===== src/rtl/bubble_sort_seq.sv =====
// rtl/bubble_sort_seq.sv - sequential bubble-sort engine, one compare-and-swap per clock
// Build option: define SORT_DESCEND_EN for largest-first output order.
module bubble_sort_seq #(
    parameter int WIDTH = 3,
    parameter int DEPTH = 8
) (
    input  logic             clk,
    input  logic             rst,
    input  logic             in_valid,
    output logic             in_ready,
    input  logic [WIDTH-1:0] in_data,
    output logic             out_valid,
    input  logic             out_ready,
    output logic [WIDTH-1:0] out_data,
    output logic             out_last,
    output logic             busy
);
    localparam int PW = $clog2(DEPTH);
    localparam logic [PW-1:0] LAST_IDX = PW'(DEPTH - 1);
    localparam logic [PW-1:0] LAST_PASS = PW'(DEPTH - 2);

    typedef enum logic [1:0] {
        S_LOAD  = 2'd0,
        S_SORT  = 2'd1,
        S_DRAIN = 2'd2
    } state_t;

    state_t           state_q;
    logic [WIDTH-1:0] mem_q [DEPTH];
    logic [PW-1:0]    wr_ptr_q;
    logic [PW-1:0]    rd_ptr_q;
    logic [PW-1:0]    p_q;
    logic [PW-1:0]    i_q;

    logic [PW-1:0]    i_d;
    logic [WIDTH-1:0] lo_val;
    logic [WIDTH-1:0] hi_val;
    logic             swap;
    logic             pass_end;

    assign i_d    = i_q + 1'b1;
    assign lo_val = mem_q[i_q];
    assign hi_val = mem_q[i_d];

    // Strict comparison keeps equal elements in place, which makes the sort stable.
`ifdef SORT_DESCEND_EN
    assign swap = lo_val < hi_val;
`else
    assign swap = lo_val > hi_val;
`endif

    assign pass_end = (i_q == (LAST_PASS - p_q));

    always_ff @(posedge clk or negedge rst) begin
        if (!rst) begin
            state_q  <= S_LOAD;
            wr_ptr_q <= '0;
            rd_ptr_q <= '0;
            p_q      <= '0;
            i_q      <= '0;
            for (int k = 0; k < DEPTH; k++) begin
                mem_q[k] <= '0;
            end
        end else begin
            case (state_q)
                S_LOAD: begin
                    if (in_valid) begin
                        mem_q[wr_ptr_q] <= in_data;
                        if (wr_ptr_q == LAST_IDX) begin
                            wr_ptr_q <= '0;
                            p_q      <= '0;
                            i_q      <= '0;
                            state_q  <= S_SORT;
                        end else begin
                            wr_ptr_q <= wr_ptr_q + 1'b1;
                        end
                    end
                end
                S_SORT: begin
                    if (swap) begin
                        mem_q[i_q] <= hi_val;
                        mem_q[i_d] <= lo_val;
                    end
                    // No early exit: every pass runs so the sort time is fixed.
                    if (pass_end) begin
                        i_q <= '0;
                        if (p_q == LAST_PASS) begin
                            rd_ptr_q <= '0;
                            state_q  <= S_DRAIN;
                        end else begin
                            p_q <= p_q + 1'b1;
                        end
                    end else begin
                        i_q <= i_d;
                    end
                end
                S_DRAIN: begin
                    if (out_ready) begin
                        if (rd_ptr_q == LAST_IDX) begin
                            rd_ptr_q <= '0;
                            state_q  <= S_LOAD;
                        end else begin
                            rd_ptr_q <= rd_ptr_q + 1'b1;
                        end
                    end
                end
                default: state_q <= S_LOAD;
            endcase
        end
    end

    assign in_ready  = (state_q == S_LOAD);
    assign busy      = (state_q == S_SORT);
    assign out_valid = (state_q == S_DRAIN);
    assign out_last  = (state_q == S_DRAIN) && (rd_ptr_q == LAST_IDX);
    assign out_data  = (state_q == S_DRAIN) ? mem_q[rd_ptr_q] : '0;

endmodule


===== config.mk =====
export PLATFORM = sky130hd
export DESIGN_NAME = bubble_sort_seq
export DESIGN_NICKNAME = d
export VERILOG_FILES = /design/src/rtl/bubble_sort_seq.sv
export SDC_FILE = /design/constraint.sdc
export NUM_CORES = 1
export LEC_CHECK = 0
export CAP_MARGIN = 20
export CORE_ASPECT_RATIO = 0.7
export CORE_MARGIN = 10
export CORE_UTILIZATION = 40
export DETAILED_ROUTE_END_ITERATION = 6
export GPL_TIMING_DRIVEN = 0
export PLACE_DENSITY_LB_ADDON = 0.08
export SETUP_SLACK_MARGIN = 0.3
export SYNTH_ARGS = -nofsm -noshare
export SYNTH_HDL_FRONTEND = slang
export SYNTH_SLANG_ARGS = --single-unit

===== constraint.sdc =====
create_clock -name clk -period 6.6 [get_ports clk]
set_clock_uncertainty 0.15 [all_clocks]
set_input_delay 1.65 -clock clk [delete_from_list [all_inputs] [get_ports clk]]
set_output_delay 1.65 -clock clk [all_outputs]
set_load 0.005 [all_outputs]

==> impl_summary.log <==
[metrics] pin count of the biggest net entering global routing: 24
[metrics] die footprint: around 12000 sq um
[metrics] global-route wire length before repair: around 17000 um
[metrics] share of post-route cells with drive strength above 1: between 10% and 20%
[metrics] highest clock rate: 213.9 MHz
[metrics] library cells used by synthesis: 48
[metrics] top cells by instance count after synthesis: 38 x sky130_fd_sc_hd__dfrtp_1, 33 x sky130_fd_sc_hd__o21ai_0, 21 x sky130_fd_sc_hd__nand2_1
[metrics] count of final hold-check violations: 0
[metrics] summed instance area of the synthesized netlist: 3159 sq um
[metrics] logic depth of the worst path, buffers included: 11
[metrics] clock period minus worst slack: between 4000 and 5000 ps
[metrics] number of flip-flops and latches in the synthesized netlist: 38
[metrics] number of H-tree levels: 2
[metrics] DP Wirelength: between 8000 and 9000 um
[metrics] share of flip-flops with an asynchronous set or reset after synthesis: 100.0%
[metrics] Reg clk slew, reported paths: about 60 ps
[metrics] total clock sinks: 38
[metrics] global placement routability congestion: roughly 1.0
[metrics] vertical extent of the die: between 90 and 100 um
[metrics] sum of buffers and inverters on the critical path: 3
[metrics] unrepaired setup endpoints after global routing: false
[metrics] Startpoint Class: flop
[metrics] post-synth top area cell: sky130_fd_sc_hd__dfrtp_1
[metrics] fillers: 796
[metrics] number of top-level pins: 14
[metrics] number of non-filler instances in the completed layout: ~470
[metrics] x dimension of the die: 126.2 um
[metrics] worst-path maximum fanout: 10
[metrics] CP arrival: between 4000 and 5000 ps
[metrics] Buffers on Ports: 13
[metrics] biggest cell delay along the critical path: just over 700 ps
[metrics] antenna violations before repair: 0
[metrics] worst hold stages: 2
[metrics] Critical R2R Capture: mem_q[18]
[metrics] CP Class: reg -> reg
[metrics] outcome: finished clean
[metrics] Post-synth EDFFs: 0
[metrics] n_diodes: 0
[metrics] clock tree from TritonCTS: done
[metrics] top area cells in the synthesized netlist: sky130_fd_sc_hd__dfrtp_1 30%, sky130_fd_sc_hd__mux4_2 7.8%, sky130_fd_sc_hd__mux2_2 6.1%
[metrics] Reg2Reg Depth: 11
[metrics] maximum number of buffers from clock root to sink: 2
[metrics] cell-by-cell trace of the critical path: ha_1 -> buf_2 -> mux4_2 -> mux2i_1 -> ha_1 -> a31oi_1 -> o21a_1 -> clkbuf_1 -> clkbuf_1 -> o211ai_1 -> o22ai_1
[metrics] hold buffer count at cts: 0
[metrics] worst skew pair latency: a little under 300 ps
[metrics] most frequent cell after synthesis: sky130_fd_sc_hd__dfrtp_1
[metrics] count of placed standard cells including taps: 459
[metrics] Nets: between 300 and 400
[metrics] count of instances resized after the clock tree is built: 0
[metrics] family of cells with the greatest summed delay on the critical path: multiplexers
[metrics] final number of max-transition violations: 0
[metrics] cell at the slowest stage of the critical path: sky130_fd_sc_hd__mux2i_1
[metrics] Syn Nets: approximately 360
[metrics] area growth from synthesis to layout: 13.50%
[metrics] Required @ worst endpoint: 6610 ps
[metrics] Min-Delay Startpoint: wr_ptr_q[1]
[metrics] fraction of synthesized cell area taken by the top area cell type: ~30%
[metrics] number of DRC markers in iteration 0: between 300 and 400
[metrics] total number of placement rows: 27
[metrics] actual slew at the worst max-slew pin: a little under 900 ps
[metrics] DRC violations left: 0
[metrics] final global-route overflow total: 0
[metrics] vias in the first global route: approximately 2800
[metrics] number of max-capacitance violations reported: 0
[metrics] r2r setup slk: 1930 ps
[metrics] routed wire length: about 11000 um
[metrics] worst-case headroom to the max-slew limit: between 30% and 40%
[metrics] final critical-path share of the clock period: between 70% and 80%
[metrics] Metal-1 WL: 5201 um
[metrics] Setup TNS Final: 0 ps
[metrics] vias per inst: 6.600
[metrics] sequential-to-total area share from yosys stat: between 30% and 40%
[metrics] Reg2Reg Launch Point: i_q[0]
[metrics] mean instance size in the synthesized netlist: slightly above 9 sq um
[metrics] clock buffers created by TritonCTS: 5
[metrics] met2 routed wirelength: 4480 um
[metrics] Core Area: 7770 sq um
[metrics] worst hold margin: 418.0 ps
[metrics] global-route total usage across every layer: between 15 and 20%
[metrics] total via count after detailed routing: a little over 3000
[metrics] length of routed met3 wiring: approximately 1100 um
[metrics] setup violation total in the final timing report: 0
[metrics] Setup crit end kind: flop
[metrics] Worst Hold Endpoint: wr_ptr_q[1]
[metrics] Initial DRT Pass Iterations: 5
[metrics] gate count of the mapped netlist: around 340
[metrics] number of buffers inserted by post-CTS setup repair: 0
[metrics] initial core utilization: 40.66%
[metrics] synthesis warning total: 0
[metrics] Clock Tree Root: sky130_fd_sc_hd__clkbuf_16
[metrics] number of nets still failing antenna checks after routing: 0
[metrics] uppermost routed layer: met4
[metrics] worst hold path class: reg -> reg
[metrics] Primary FF master, synth: sky130_fd_sc_hd__dfrtp_1
[metrics] routed length per placed instance: roughly 23 um
[layer usage]
layer / vias up / track usage [%]
li1: 1363 / -
met1: 1547 / 27.27
met2: 160 / 26.34
met3: 12 / 5.260
met4: 0 / 3.119
met5: - / 0
[per-stage QoR]
step,util (%),setup WS (ps),area [sq um]
final,46.15,1925,3586
after global routing,46.15,1749,3586
after CTS,46.15,2121,3586
after detailed placement,44.25,2137,3438
after global placement,43.96,2090,3416
after floorplan,-,2971,3159
[kinds of logic after synthesis]
logic type	after synthesis	synth area share (%)
buffers and inverters	44	5.940
adder cells (fa/ha/maj)	11	4.356
XOR/XNOR	6	2.099
multiplexers	38	17.15
AND/OR/NAND/NOR	83	13.03
AO/OA/AOI/OAI	124	27.33
flip-flops	38	30.10
[state kept, by name, summed over array words and instances (netlist names)]
signal and flops:
rd_ptr_q 3, mem_q 24, state_q 2, i_q 3, p_q 3, wr_ptr_q 3
[worst max-delay path by stage]
stage                     startpoint         to
after floorplan               i_q[0]  mem_q[23]
after global placement        i_q[0]  mem_q[18]
after detailed placement      i_q[0]  mem_q[18]
after CTS                     i_q[0]  mem_q[18]
after global routing          i_q[1]  mem_q[18]
final                         i_q[0]  mem_q[18]
[cell usage in the layout (no fill, tap or decap), types with 8 or more instances in the layout]
| master | instances |
|---|---|
| sky130_fd_sc_hd__dfrtp_1 | 38 |
| sky130_fd_sc_hd__o21ai_0 | 33 |
| sky130_fd_sc_hd__nand2_1 | 21 |
| sky130_fd_sc_hd__nor2_1 | 20 |
| sky130_fd_sc_hd__clkbuf_1 | 19 |
| sky130_fd_sc_hd__o211ai_1 | 17 |
| sky130_fd_sc_hd__a221oi_1 | 17 |
| sky130_fd_sc_hd__mux2_2 | 17 |
| sky130_fd_sc_hd__inv_1 | 15 |
| sky130_fd_sc_hd__a21oi_1 | 14 |
| sky130_fd_sc_hd__o2bb2ai_1 | 12 |
| sky130_fd_sc_hd__clkdlybuf4s50_1 | 12 |
| sky130_fd_sc_hd__mux4_2 | 11 |
| sky130_fd_sc_hd__ha_1 | 11 |
| sky130_fd_sc_hd__o31a_1 | 8 |
| sky130_fd_sc_hd__mux2i_1 | 8 |
[area by class of cell]
class / count / area, sq um / share of cell area (%)
inverter: 16 / 60.06 / 1.675
sequential: 38 / 950.9 / 26.52
multi-input combinational: 262 / 2021 / 56.35
tap: 101 / 126.4 / 3.524
clock inverter: 1 / 5.005 / 0.1396
timing repair buffer: 14 / 152.6 / 4.257
buffer: 28 / 127.6 / 3.559
clock buffer: 7 / 142.6 / 3.978
[tightest hold or removal path, delay by kind of cell, from the launching register on]
kind	cells	cell delay, ps
simple gates	2	120
flops	1	420
Power is not shown: default switching activity piles up to over one toggle a cycle in this logic, so the estimate is an artifact.
